**config.mk**
```make
export PLATFORM = sky130hd
export DESIGN_NAME = float_cvt_wh_flat
export DESIGN_NICKNAME = d
export VERILOG_FILES = /design/src/rtl/float_cvt_wh_pkg.sv /design/src/rtl/float_cvt_wh_if.sv /design/src/rtl/float_cvt_wh_half_unpack.sv /design/src/rtl/float_cvt_wh.sv /design/src/flat_wrapper.sv
export SDC_FILE = /design/constraint.sdc
export NUM_CORES = 1
export LEC_CHECK = 0
export BUFFER_PORTS_ARGS = -buffer_cell sky130_fd_sc_hd__buf_2
export CORE_ASPECT_RATIO = 0.7
export CORE_MARGIN = 5
export CORE_UTILIZATION = 29
export DETAILED_ROUTE_END_ITERATION = 16
export GPL_ROUTABILITY_DRIVEN = 1
export HOLD_SLACK_MARGIN = 0.12
export PLACE_DENSITY_LB_ADDON = 0.25
export SLEW_MARGIN = 10
export SYNTH_ARGS = -nofsm -noshare
export SYNTH_HDL_FRONTEND = slang
export SYNTH_HIERARCHICAL = 1
export SYNTH_SLANG_ARGS = --single-unit
export TNS_END_PERCENT = 10
```
**constraint.sdc**
```tcl
create_clock -name CLK -period 4.9 [get_ports CLK]
set_input_delay 0.49 -clock CLK [delete_from_list [all_inputs] [get_ports CLK]]
set_output_delay 0.49 -clock CLK [all_outputs]
set_load 0.01 [all_outputs]
```
**src/rtl/float_cvt_wh_pkg.sv**
```systemverilog
// -----------------------------------------------------------------------------
// fpu_types_pkg
//  Shared FPU conversion types: rounding-mode encodings, binary16 special
//  encodings, int32 saturation constants, the half unpack record, the
//  conversion FSM state type and the rounding-increment helper.
// -----------------------------------------------------------------------------
package fpu_types_pkg;

    localparam logic [2:0] RM_RNE = 3'b000;
    localparam logic [2:0] RM_RTZ = 3'b001;
    localparam logic [2:0] RM_RDN = 3'b010;
    localparam logic [2:0] RM_RUP = 3'b011;
    localparam logic [2:0] RM_RMM = 3'b100;

    localparam logic [15:0] HALF_INF  = 16'h7C00;
    localparam logic [15:0] HALF_INFN = 16'hFC00;

    localparam logic [31:0] INT32_MAX  = 32'h7FFF_FFFF;
    localparam logic [31:0] INT32_MIN  = 32'h8000_0000;
    localparam logic [31:0] UINT32_MAX = 32'hFFFF_FFFF;

    typedef enum logic [1:0] {
        ST_IDLE,
        ST_SHIFT,
        ST_ROUND,
        ST_OUT
    } cvt_state_t;

    // Unpacked binary16: unbiased exponent (-14..16) and 11-bit significand
    // with the hidden bit made explicit.
    typedef struct packed {
        logic              sign;
        logic              is_nan;
        logic              is_inf;
        logic              is_zero;
        logic signed [5:0] exp;
        logic [10:0]       sig;
    } half_info_t;

    // Round-up decision from guard/sticky/lsb; reserved modes truncate.
    function automatic logic round_inc(input logic [2:0] rm, input logic sign,
                                       input logic g, input logic s,
                                       input logic lsb);
        logic inc;
        case (rm)
            RM_RNE:  inc = g & (s | lsb);
            RM_RTZ:  inc = 1'b0;
            RM_RDN:  inc = sign & (g | s);
            RM_RUP:  inc = ~sign & (g | s);
            RM_RMM:  inc = g;
            default: inc = 1'b0;
        endcase
        return inc;
    endfunction

endpackage

```
**src/rtl/float_cvt_wh_if.sv**
```systemverilog
// -----------------------------------------------------------------------------
// float_cvt_wh_if
//  Request/response bundle of the half->int32 converter.
//  Request : in_valid, in_ready, float16[15:0], rm[2:0] (+ is_unsigned when
//            CVT_UNSIGNED_EN is defined)
//  Response: out_valid, out_ready, int32[31:0], out_nv, out_nx
//  master = issue side, slave = converter.
// -----------------------------------------------------------------------------
interface float_cvt_wh_if;
    logic        in_valid;
    logic        in_ready;
    logic [15:0] float16;
    logic [2:0]  rm;
`ifdef CVT_UNSIGNED_EN
    logic        is_unsigned;
`endif
    logic        out_valid;
    logic        out_ready;
    logic [31:0] int32;
    logic        out_nv;
    logic        out_nx;

    modport master (
        output in_valid, float16, rm, out_ready,
`ifdef CVT_UNSIGNED_EN
        output is_unsigned,
`endif
        input  in_ready, out_valid, int32, out_nv, out_nx
    );

    modport slave (
        input  in_valid, float16, rm, out_ready,
`ifdef CVT_UNSIGNED_EN
        input  is_unsigned,
`endif
        output in_ready, out_valid, int32, out_nv, out_nx
    );
endinterface

```
**src/rtl/float_cvt_wh_half_unpack.sv**
```systemverilog
// -----------------------------------------------------------------------------
// half_unpack
//  Combinational binary16 classification and field extraction.
//  half_i : binary16 operand
//  info_o : sign, NaN/inf/zero class, unbiased exponent, significand
//           (subnormals report exp=-14 with hidden bit 0)
// -----------------------------------------------------------------------------
module half_unpack
    import fpu_types_pkg::*;
(
    input  logic [15:0] half_i,
    output half_info_t  info_o
);

    always_comb begin
        info_o.sign    = half_i[15];
        info_o.is_inf  = (half_i == HALF_INF) || (half_i == HALF_INFN);
        info_o.is_nan  = (half_i[14:10] == 5'h1F) && (half_i[9:0] != 10'd0);
        info_o.is_zero = (half_i[14:0] == 15'd0);
        if (half_i[14:10] == 5'd0) begin
            info_o.exp = -6'sd14;
            info_o.sig = {1'b0, half_i[9:0]};
        end else begin
            info_o.exp = $signed({1'b0, half_i[14:10]}) - 6'sd15;
            info_o.sig = {1'b1, half_i[9:0]};
        end
    end

endmodule

```
**src/rtl/float_cvt_wh.sv**
```systemverilog
// -----------------------------------------------------------------------------
// float_cvt_wh
//  binary16 -> signed int32 conversion (fcvt.w.h) with an iterative right
//  alignment shifter moving SHIFT_STEP bits per cycle.
//  CLK, nRST : clock (rising edge), asynchronous active-low reset
//  bus       : float_cvt_wh_if.slave (valid/ready request and response)
//  Optional  : CVT_UNSIGNED_EN adds bus.is_unsigned for fcvt.wu.h.
// -----------------------------------------------------------------------------
module float_cvt_wh
    import fpu_types_pkg::*;
#(
    parameter int SHIFT_STEP = 4
) (
    input  logic           CLK,
    input  logic           nRST,
    float_cvt_wh_if.slave  bus
);

    localparam logic [3:0] STEP = 4'(SHIFT_STEP);

    cvt_state_t  state_q, state_d;
    logic [31:0] mag_q, mag_d;
    logic        guard_q, guard_d, sticky_q, sticky_d;
    logic        sign_q, sign_d, uns_q, uns_d;
    logic [2:0]  rm_q, rm_d;
    logic [3:0]  rem_q, rem_d;
    logic [31:0] int32_q, int32_d;
    logic        nv_q, nv_d, nx_q, nx_d;

    half_info_t        unp;
    logic              uns_in;
    logic signed [6:0] e_ext, rsh;
    logic [2:0]        lsh_amt;
    logic [3:0]        step_amt;
    logic [31:0]       sh_mag;
    logic              sh_g, sh_s;
    logic              rnd_inc, inexact;
    logic [31:0]       rnd_mag;

    half_unpack u_unpack (.half_i(bus.float16), .info_o(unp));

`ifdef CVT_UNSIGNED_EN
    assign uns_in = bus.is_unsigned;
`else
    assign uns_in = 1'b0;
`endif

    assign e_ext    = {unp.exp[5], unp.exp};
    assign rsh      = 7'sd10 - e_ext;
    assign lsh_amt  = 3'(e_ext - 7'sd10);
    assign step_amt = (rem_q < STEP) ? rem_q : STEP;
    assign rnd_inc  = round_inc(rm_q, sign_q, guard_q, sticky_q, mag_q[0]);
    assign rnd_mag  = mag_q + {31'd0, rnd_inc};
    assign inexact  = guard_q | sticky_q;

    // NOTE: every register, datapath included, is cleared by reset so a
    // reset mid-operation leaves no stale result visible on the outputs.
    always_ff @(posedge CLK or negedge nRST) begin
        if (!nRST) begin
            state_q  <= ST_IDLE;
            mag_q    <= '0;
            guard_q  <= 1'b0;
            sticky_q <= 1'b0;
            sign_q   <= 1'b0;
            uns_q    <= 1'b0;
            rm_q     <= RM_RNE;
            rem_q    <= '0;
            int32_q  <= '0;
            nv_q     <= 1'b0;
            nx_q     <= 1'b0;
        end else begin
            // NOTE: non-blocking assignments so all flops update from the
            // same pre-edge values.
            state_q  <= state_d;
            mag_q    <= mag_d;
            guard_q  <= guard_d;
            sticky_q <= sticky_d;
            sign_q   <= sign_d;
            uns_q    <= uns_d;
            rm_q     <= rm_d;
            rem_q    <= rem_d;
            int32_q  <= int32_d;
            nv_q     <= nv_d;
            nx_q     <= nx_d;
        end
    end

    // One SHIFT cycle: move step_amt bits right through guard into sticky.
    always_comb begin
        // NOTE: defaults first so no path through the block infers a latch.
        sh_mag = mag_q;
        sh_g   = guard_q;
        sh_s   = sticky_q;
        for (int i = 0; i < SHIFT_STEP; i++) begin
            if (4'(i) < step_amt) begin
                sh_s   = sh_s | sh_g;
                sh_g   = sh_mag[0];
                sh_mag = sh_mag >> 1;
            end
        end
    end

    always_comb begin
        state_d  = state_q;
        mag_d    = mag_q;
        guard_d  = guard_q;
        sticky_d = sticky_q;
        sign_d   = sign_q;
        uns_d    = uns_q;
        rm_d     = rm_q;
        rem_d    = rem_q;
        int32_d  = int32_q;
        nv_d     = nv_q;
        nx_d     = nx_q;
        case (state_q)
            ST_IDLE: begin
                if (bus.in_valid) begin
                    sign_d   = unp.sign;
                    uns_d    = uns_in;
                    rm_d     = bus.rm;
                    guard_d  = 1'b0;
                    sticky_d = 1'b0;
                    rem_d    = '0;
                    mag_d    = {21'd0, unp.sig};
                    nv_d     = 1'b0;
                    nx_d     = 1'b0;
                    if (unp.is_nan || (unp.is_inf && !unp.sign)) begin
                        int32_d = uns_in ? UINT32_MAX : INT32_MAX;
                        nv_d    = 1'b1;
                        state_d = ST_OUT;
                    end else if (unp.is_inf) begin
                        int32_d = uns_in ? 32'd0 : INT32_MIN;
                        nv_d    = 1'b1;
                        state_d = ST_OUT;
                    end else if (unp.is_zero) begin
                        int32_d = '0;
                        state_d = ST_OUT;
                    end else if (e_ext >= 7'sd10) begin
                        // Left alignment is at most 5 bits and exact: done here.
                        mag_d   = {21'd0, unp.sig} << lsh_amt;
                        state_d = ST_ROUND;
                    end else begin
                        // Beyond 12 bits everything is already in sticky.
                        rem_d   = (rsh > 7'sd12) ? 4'd12 : rsh[3:0];
                        state_d = ST_SHIFT;
                    end
                end
            end
            ST_SHIFT: begin
                mag_d    = sh_mag;
                guard_d  = sh_g;
                sticky_d = sh_s;
                rem_d    = rem_q - step_amt;
                if (rem_d == 4'd0) state_d = ST_ROUND;
            end
            ST_ROUND: begin
                nv_d = 1'b0;
                nx_d = inexact;
                if (!uns_q) begin
                    int32_d = sign_q ? (~rnd_mag + 32'd1) : rnd_mag;
                end else if (sign_q && (rnd_mag != 32'd0)) begin
                    int32_d = '0;
                    nv_d    = 1'b1;
                    nx_d    = 1'b0;
                end else begin
                    int32_d = sign_q ? 32'd0 : rnd_mag;
                end
                state_d = ST_OUT;
            end
            ST_OUT: begin
                if (bus.out_ready) state_d = ST_IDLE;
            end
            default: state_d = ST_IDLE;
        endcase
    end

    always_comb begin
        bus.in_ready  = (state_q == ST_IDLE);
        bus.out_valid = (state_q == ST_OUT);
        bus.int32     = int32_q;
        bus.out_nv    = nv_q;
        bus.out_nx    = nx_q;
    end

endmodule

```
**src/flat_wrapper.sv**
```systemverilog
// flat-port wrapper written by rule: the top's interface ports become plain ports
module float_cvt_wh_flat import fpu_types_pkg::*;
#(
    parameter int SHIFT_STEP = 4
)
  (CLK, nRST, bus_in_valid, bus_float16, bus_rm, bus_out_ready, bus_in_ready, bus_out_valid, bus_int32, bus_out_nv, bus_out_nx);
  float_cvt_wh_if bus_i ();
  input  logic CLK;
  input  logic nRST;
  input wire logic [$bits(bus_i.in_valid)-1:0] bus_in_valid;
  input wire logic [$bits(bus_i.float16)-1:0] bus_float16;
  input wire logic [$bits(bus_i.rm)-1:0] bus_rm;
  input wire logic [$bits(bus_i.out_ready)-1:0] bus_out_ready;
  output wire logic [$bits(bus_i.in_ready)-1:0] bus_in_ready;
  output wire logic [$bits(bus_i.out_valid)-1:0] bus_out_valid;
  output wire logic [$bits(bus_i.int32)-1:0] bus_int32;
  output wire logic [$bits(bus_i.out_nv)-1:0] bus_out_nv;
  output wire logic [$bits(bus_i.out_nx)-1:0] bus_out_nx;
  assign bus_i.in_valid = bus_in_valid;
  assign bus_i.float16 = bus_float16;
  assign bus_i.rm = bus_rm;
  assign bus_i.out_ready = bus_out_ready;
  assign bus_in_ready = bus_i.in_ready;
  assign bus_out_valid = bus_i.out_valid;
  assign bus_int32 = bus_i.int32;
  assign bus_out_nv = bus_i.out_nv;
  assign bus_out_nx = bus_i.out_nx;
  float_cvt_wh #(.SHIFT_STEP(SHIFT_STEP)) u_core (.CLK(CLK), .nRST(nRST), .bus(bus_i));
endmodule
```
# Word level (Yosys, flattened, before mapping)
# Cells that the tools add are included.
# totals
ff_bits,78
in_bits,23
elab_cells,115
# classes
addsub,6
magnitude_cmp,7
eq_ne,13
n_shift,1
mux,50
n_bitwise,10
n_reduce_logical,18
# op_table
op,count
2-to-1 mux 32 bit,14
case mux 32 bit (2 select lines),2
adder 32 x 1 -> 32 bit,1
adder 32 x 1 -> 32 bit (second input constant),1
inverter 32 bit,1
left shift 11 x 3 -> 32 bit,1
2-to-1 mux 4 bit,7
2-to-1 mux 17 bit,1
== test 16 x 15 -> 1 bit (second input constant),1
== test 16 bit (second input constant),1
logical NOT 15 bit,1
2-to-1 mux 2 bit,7
2-to-1 mux 1 bit,12
nonzero test 10 bit,1
less-than comparator 1 x 4 -> 1 bit (first input constant),2
less-than comparator 2 x 4 -> 1 bit (first input constant),2
case mux 1 bit (2 select lines),4
case mux 2 bit (4 select lines),1
case mux 4 bit (2 select lines),1
greater-than comparator 7 x 5 -> 1 bit (second input constant),1
subtractor 5 x 6 -> 7 bit (first input constant),1
== test 3 x 2 -> 1 bit (second input constant),2
>= comparator 6 x 5 -> 1 bit (second input constant),1
AND reduction 2 bit,3
24 further kinds,36

# Longest topological paths before layout
# Gate-level depths: netlist of the first run.
# depth
depth_word,11
mapped_depth,17

# Cells and area by module
# The synthesis of the first run kept the hierarchy.
# by_module_without_submodules
mod,instances,cells_per_inst,area_per_inst_um2,seq_area_each_um2
float_cvt_wh,1,950,7156.9,1951.9
half_unpack,1,34,269.0,0.0

# Least setup slack after synthesis of the first run
# Ideal clock, no wire load.
# synth_timing
path_kind,reg-to-reg
from,register u_core.sign_q
to,register u_core.int32_q[30] (netlist: u_core/bus.int32[30])
setup_ps,137
arrival_time_ps,4099
t_required_ps,4763
setup_slack_ps,664
stages_incl_launch_ff,17
n_path_buf,2
period_less_slack_ps,4236
path_cell_list,dfrtp_1 inv_1 mux2_2 o32a_1 nor2_1 ha_1 ha_1 buf_4 nand4_2 or4_1 buf_2 o21a_1 nor4_4 nand4b_4 o41ai_1 xor2_1 a21oi_1
# synth_between
elab_chain_len,8
word_cells_on_any_way,9
# synth_rtl
item,line,rtl
from (decl),float_cvt_wh.sv:24,"logic sign_q, sign_d, uns_q, uns_d;"
from (signal assigned),float_cvt_wh.sv:78,sign_q <= sign_d;
inverter 1 bit,float_cvt_wh_pkg.sv:49,RM_RUP: inc = ~sign & (g | s);
AND 1 bit,float_cvt_wh_pkg.sv:49,
case mux 1 bit (4 select lines),float_cvt_wh_pkg.sv:45,case (rm)
adder 32 x 1 -> 32 bit,float_cvt_wh.sv:53,"assign rnd_mag = mag_q + {31'd0, rnd_inc};"
inverter 32 bit,float_cvt_wh.sv:160,int32_d = sign_q ? (~rnd_mag + 32'd1) : rnd_mag;
adder 32 x 1 -> 32 bit,float_cvt_wh.sv:160,
2-to-1 mux 32 bit (*),float_cvt_wh.sv:160,
case mux 32 bit (2 select lines) (*),float_cvt_wh.sv:115,case (state_q)
to (signal assigned),float_cvt_wh.sv:82,int32_q <= int32_d;
to (decl),float_cvt_wh.sv:27,"logic [31:0] int32_q, int32_d;"
# Mark *: on every way between the ends. The rest lies on a longest branch, timed or not.
# A chain may end at the register's enable or synchronous reset.

# Worst setup path in the final report of the first run
# layout_timing
from,register u_core.sign_q
to,register u_core.int32_q[29] (netlist: u_core/bus.int32[29])
# Same word-level chain as after synthesis.

==> impl_metrics.ini, run 1 <==
[cts]
cts_tree = done
clkTransAtPathRegs_ps = 60
insertion_delay_ps = 340
cts-htree-levels = 3
cts_setup_buffers = 0
clock_path_buffers = 2
clock-sinks = 78
root_buffer = clkbuf_16
cts_buffers = 9

[worst_setup_path]
critical_path_required_ps = 5110
cp_max_fo = 9
cp_cell_sequence = inv_1 -> mux2_2 -> o32a_1 -> nor2_1 -> ha_1 -> ha_1 -> nand4_2 -> or4_4 -> nor3_2 -> nor3_1 -> a31oi_2 -> nor3_2 -> a2111oi_0 -> nor3b_1
cp_top_family = simple AND/OR/NAND/NOR gates
critPathLaunchType = flip-flop
crit_path_max_incr_delay_ps = 610
cpMaxStageDelayCell = or4_4
path_class = reg2reg
end_kind = flip-flop
cp.arrival_ps = 4800
critPathBufInv = 1

[synth]
async_flop_share_pct = 100
avgSynthCellArea_um2 = 7.55
synthesis.area_um2 = 7430
synth_flop_cell = dfrtp_1
synth_edf_count = 0
synthesis.nets = 1022
synth_seq_cells = 78
syn_inst = 984
yosys.cell_types.count = 82
seq_area_frac_synth_pct = 26.3
synth-warning-count = 6

[sta]
max_freq_mhz = 218
skew_ps = 9.13
whs_ps = 378
final.period_utilization_pct = 93.6
setup_viol = 0
slew_viol_final = 0
tns_ps = 0
tightest_slew_ps = 1040
max_slew_margin_pct = 30.3
rsz0062_at_grt = false
fin_crit_ps = 4580
hold_viol_final = 0

[detailed_routing]
wl_mm = 22.7
drtPass1Iterations = 5
ant_nets = 0
drc = 0
wl_per_cell_um = 17.3
drt_iter0_drc = 697
vias = 7190
vias_per_cell = 5.48

[finish]
seqCellArea_um2 = 1950
syn_to_final_growth_pct = 10.2
diodes = 0
multi_input_area_um2 = 4960
fillers = 2701
drive_above_1_share_pct = 15.2
final_area_um2 = 8190
final_nets = 1015
post-route-util_pct = 32.2

[run_status]
status = finished clean

[worst_hold_path]
worst_hold_path_type = in2reg

[place]
hpwl_mm = 16.5
placed_area_um2 = 7900
port_buffers = 58
place_congestion = 0.901

[floorplan]
rows = 49
dieArea_um2 = 29000
die_h_um = 144
start_util_pct = 29.2
io_pins = 59
core-area_um2 = 25400
die_w_um = 201

[grt]
grt_pass1_wl_mm = 37.4
overflow = 0
grt_pass1_vias = 6711
grt_max_degree = 49
antenna_found_initial = 0
gr-usage-all-layers_pct = 15.7

[pwr]
power_density_nw_per_um2 = 660
finalPower_mw = 5.40
p_leak_nw = 3.16
ir_drop_mv = 0.208

[run]
drv_cap = 0
-- power breakdown --
part	switching (mW)	internal (mW)
combinational	1.96	1.32
sequential	0.528	0.957
clock	0.282	0.354
total	2.77	2.64
-- layer usage --
metal  vias to the layer above  routed length (um)  part of all wire, %  track usage, %
met3                        15                1060                  4.7            2.77
met2                       181                9700                   43            23.4
met5                         -                   0                    0               0
li1                       3507                   -                    -               -
met4                         0                 163                 0.72            3.09
met1                      3487               11800                   52            23.8
-- registers in the layout (all words and copies together) (netlist names) --
name,cells
u_core/rm_q,3
u_core/guard_q,1
u_core/sign_q,1
u_core/rem_q,4
u_core/bus.out_nx,1
u_core/mag_q,32
u_core/bus.int32,32
u_core/bus.out_nv,1
u_core/sticky_q,1
u_core/state_q,2
-- layout make-up --
| cell class | instances | share of cell area (%) |
|---|---|---|
| sequential | 78 | 23.9 |
| inverter | 20 | 0.917 |
| timing repair buffer | 86 | 6.18 |
| clock inverter | 6 | 0.459 |
| tap | 331 | 5.06 |
| clock buffer | 10 | 2.92 |
| multi-input combinational | 782 | 60.6 |
-- kinds of logic after synthesis --
logic type	synth area share, %
simple gates	24.1
compound gates	25.5
buf+inv	7.03
flops	26.3
xor+xnor	6.84
mux	7.70
fa+ha+maj	2.53
-- what timing repair did --
item | in CTS | in global routing
hold buffers | 1 | 0
resized for setup | 0 | 1
hold endpoints to repair | 25 | 0
endpoints found under the setup margin | 0 | 5
-- synthesized netlist by cell type (6+ instances only) --
master	count	area share, %
o211ai_1	13	1.3
mux2_2	11	1.7
nor2b_1	8	0.67
and2_1	7	0.59
ha_1	15	2.5
dfrtp_1	78	26
nand3_1	26	1.8
o21ai_0	90	6.1
xnor2_1	40	4.7
o21a_1	6	0.61
nor4_1	7	0.59
inv_1	18	0.91
nand2_1	95	4.8
buf_1	7	0.35
nor2_1	115	5.8
nand2b_1	7	0.59
o31ai_1	7	0.71
a211oi_1	36	3.6
a21oi_1	80	5.4
or3_1	8	0.67
a31oi_1	9	0.76
buf_4	12	1.2
buf_2	6	0.40
nand4_1	9	0.76
nor3_1	30	2.0
xor2_1	18	2.1
or2_2	9	0.76
o41ai_1	6	0.71
mux2i_1	38	5.1
and3_1	12	1.0
clkbuf_1	78	3.9
-- through the flow --
stage,setup slack (ps),cells
2_1_floorplan,664,984
6_report,315,1313
5_1_grt,50.5,1313
3_3_place_gp,337,1296
3_5_place_dp,272,1296
4_1_cts,251,1313
-- cell usage in the layout, fill, tap and decap left out, drive strengths merged, types with 6 or more instances in the layout --
master and instances:
nand2b 7, mux2 11, mux2i 38, o21ai 91, nor4 11, a21oi 80, a211oi 36, xor2 18
o211ai 13, nor2 115, nand4 10, xnor2 40, nand3 26, dfrtp 78, and3 12, or3 8
buf 85, nor3 32, and2 7, nor2b 8, or2 10, inv 19, o21a 6, o41ai 10
clkbuf 10, ha 15, a31oi 10, o31ai 7, nand2 95
-- path summary, 6_finish.rpt --
path	from	endpoint	slack, ps	cells past startpoint
worst max register to register	u_core/sign_q	u_core/bus.int32[29]	320	14
worst min register to register	u_core/bus.out_nx	u_core/bus.out_nx	480	2
worst min-delay path	bus_rm[2]	u_core/rm_q[2]	380	2
min in group asynchronous	nRST	u_core/rm_q[2]	630	2
worst max-delay path	u_core/sign_q	u_core/bus.int32[29]	320	14
max in group asynchronous	nRST	u_core/rem_q[0]	3260	3
(Power assumes the default switching activity.)
==> run 2, diff against run 1 <==
- CORE_UTILIZATION: 29 -> 44
==> impl_metrics.ini, run 2 (same netlist as run 1, synthesis figures left out) <==
[run_status]
status = finished clean

[detailed_routing]
drt_iter0_drc = 571
vias = 7080
drc = 0
wl_mm = 20.2
ant_nets = 0
wl_per_cell_um = 16.9
drtPass1Iterations = 5
vias_per_cell = 5.90

[sta]
tns_ps = 0
max_freq_mhz = 218
fin_crit_ps = 4580
rsz0062_at_grt = false
whs_ps = 114
tightest_slew_ps = 1160
skew_ps = 7.03
final.period_utilization_pct = 93.5
slew_viol_final = 0
max_slew_margin_pct = 22.4
hold_viol_final = 0
setup_viol = 0

[cts]
clock_path_buffers = 2
root_buffer = clkbuf_16
cts_tree = done
cts_setup_buffers = 0
clock-sinks = 78
cts-htree-levels = 3
clkTransAtPathRegs_ps = 60
insertion_delay_ps = 340
cts_resized = 0
cts_buffers = 9
holdBufCountCts = 0

[floorplan]
start_util_pct = 45.2
dieArea_um2 = 19600
io_pins = 59
die_w_um = 165
die_h_um = 119
core-area_um2 = 16400
rows = 39

[worst_setup_path]
cp_max_fo = 9
critPathLaunchType = flip-flop
crit_path_max_incr_delay_ps = 770
cp.arrival_ps = 4790
critical_path_required_ps = 5110
cpMaxStageDelayCell = or4_1
cp_cell_sequence = inv_1 -> mux2_2 -> o32a_1 -> nor2_1 -> ha_1 -> ha_1 -> nand4_2 -> or4_1 -> o21a_1 -> nor4_4 -> nand4b_4 -> o41ai_1 -> xor2_1 -> a21oi_1
crit_top_cell = ha_1
end_kind = flip-flop
path_class = reg2reg

[finish]
final_common_cell = nor2_1
final_nets = 1008
final_cell_mix = nor2_1 (113), nand2_1 (95), o21ai_0 (88)
diodes = 0
final_area_um2 = 8080
syn_to_final_growth_pct = 8.74
drive_above_1_share_pct = 14.5
post-route-util_pct = 49.1

[place]
port_buffers = 58
hpwl_mm = 14.4
place_congestion = 0.901
placed_area_um2 = 7720

[grt]
grt_pass1_vias = 6427
grt_max_degree = 49
grt_pass1_wl_mm = 34.3
antenna_found_initial = 0
gr-usage-all-layers_pct = 20.9
overflow = 0

[run]
drv_cap = 0

[pwr]
power_density_nw_per_um2 = 682
ir_drop_mv = 0.382
p_leak_nw = 3.16
finalPower_mw = 5.51

[worst_hold_path]
worst_hold_path_type = in2async
## run 2: cell count changes in the layout (fill, tap and decap cells not counted)
cell,previous run,this run
a31oi_4,0,1
bufinv_16,0,3
clkinv_2,3,0
clkbuf_1,0,1
or4_4,2,1
or4_1,1,2
clkinv_4,0,1
dlygate4sd3_1,1,0
buf_4,28,22
clkinvlp_4,3,1
a31oi_2,1,0
## run 2: critical path, delay by kind of cell (launching register included)
family | cells | cell delay, ps
adder cells (fa/ha/maj) | 2 | 520
buffers and inverters | 1 | 80
multiplexers | 1 | 330
AND/OR/NAND/NOR | 5 | 1770
flip-flops | 1 | 370
XOR/XNOR | 1 | 180
AO/OA/AOI/OAI | 4 | 1210
## run 2: routing by layer
| layer | track usage (%) | vias to the layer above | routed length [um] |
|---|---|---|---|
| met2 | 30.5 | 164 | 8760 |
| met5 | 0 | - | 0 |
| met1 | 32.5 | 3398 | 10400 |
| li1 | - | 3498 | - |
| met3 | 3.79 | 20 | 957 |
| met4 | 3.22 | 0 | 148 |
## run 2: power breakdown
group / internal [mW] / leakage, nW / total [mW] / switching [mW]
registers: 0.958 / 0.954 / 1.47 / 0.508
logic: 1.32 / 2.04 / 3.25 / 1.93
clock network: 0.513 / 0.166 / 0.792 / 0.278
total: 2.79 / 3.16 / 5.51 / 2.72
## run 2: final cells by class
class                      instances  area [um2]
fill                            1601        8370
clock buffer                      11         243
tap                              225         282
clock inverter                     5         106
multi-input combinational        782        4970
timing repair buffer              79         450
sequential                        78        1950
inverter                          20        75.1
## run 2: final timing paths
check	slack, ps	end	depth (start not counted)	from
max	320	u_core/bus.int32[30]	14	u_core/sign_q
min	110	u_core/bus.int32[25]	1	nRST
max reg2reg	320	u_core/bus.int32[30]	14	u_core/sign_q
min reg2reg	470	u_core/bus.out_nx	2	u_core/bus.out_nx
max in group asynchronous	3810	u_core/rem_q[0]	2	nRST
min in group CLK	380	u_core/rm_q[2]	2	bus_rm[2]
## run 2: through the flow
step	worst slack, ps	instances
3_3_place_gp	475	1184
6_report	318	1200
5_1_grt	35.9	1200
2_1_floorplan	664	984
3_5_place_dp	410	1184
4_1_cts	377	1200
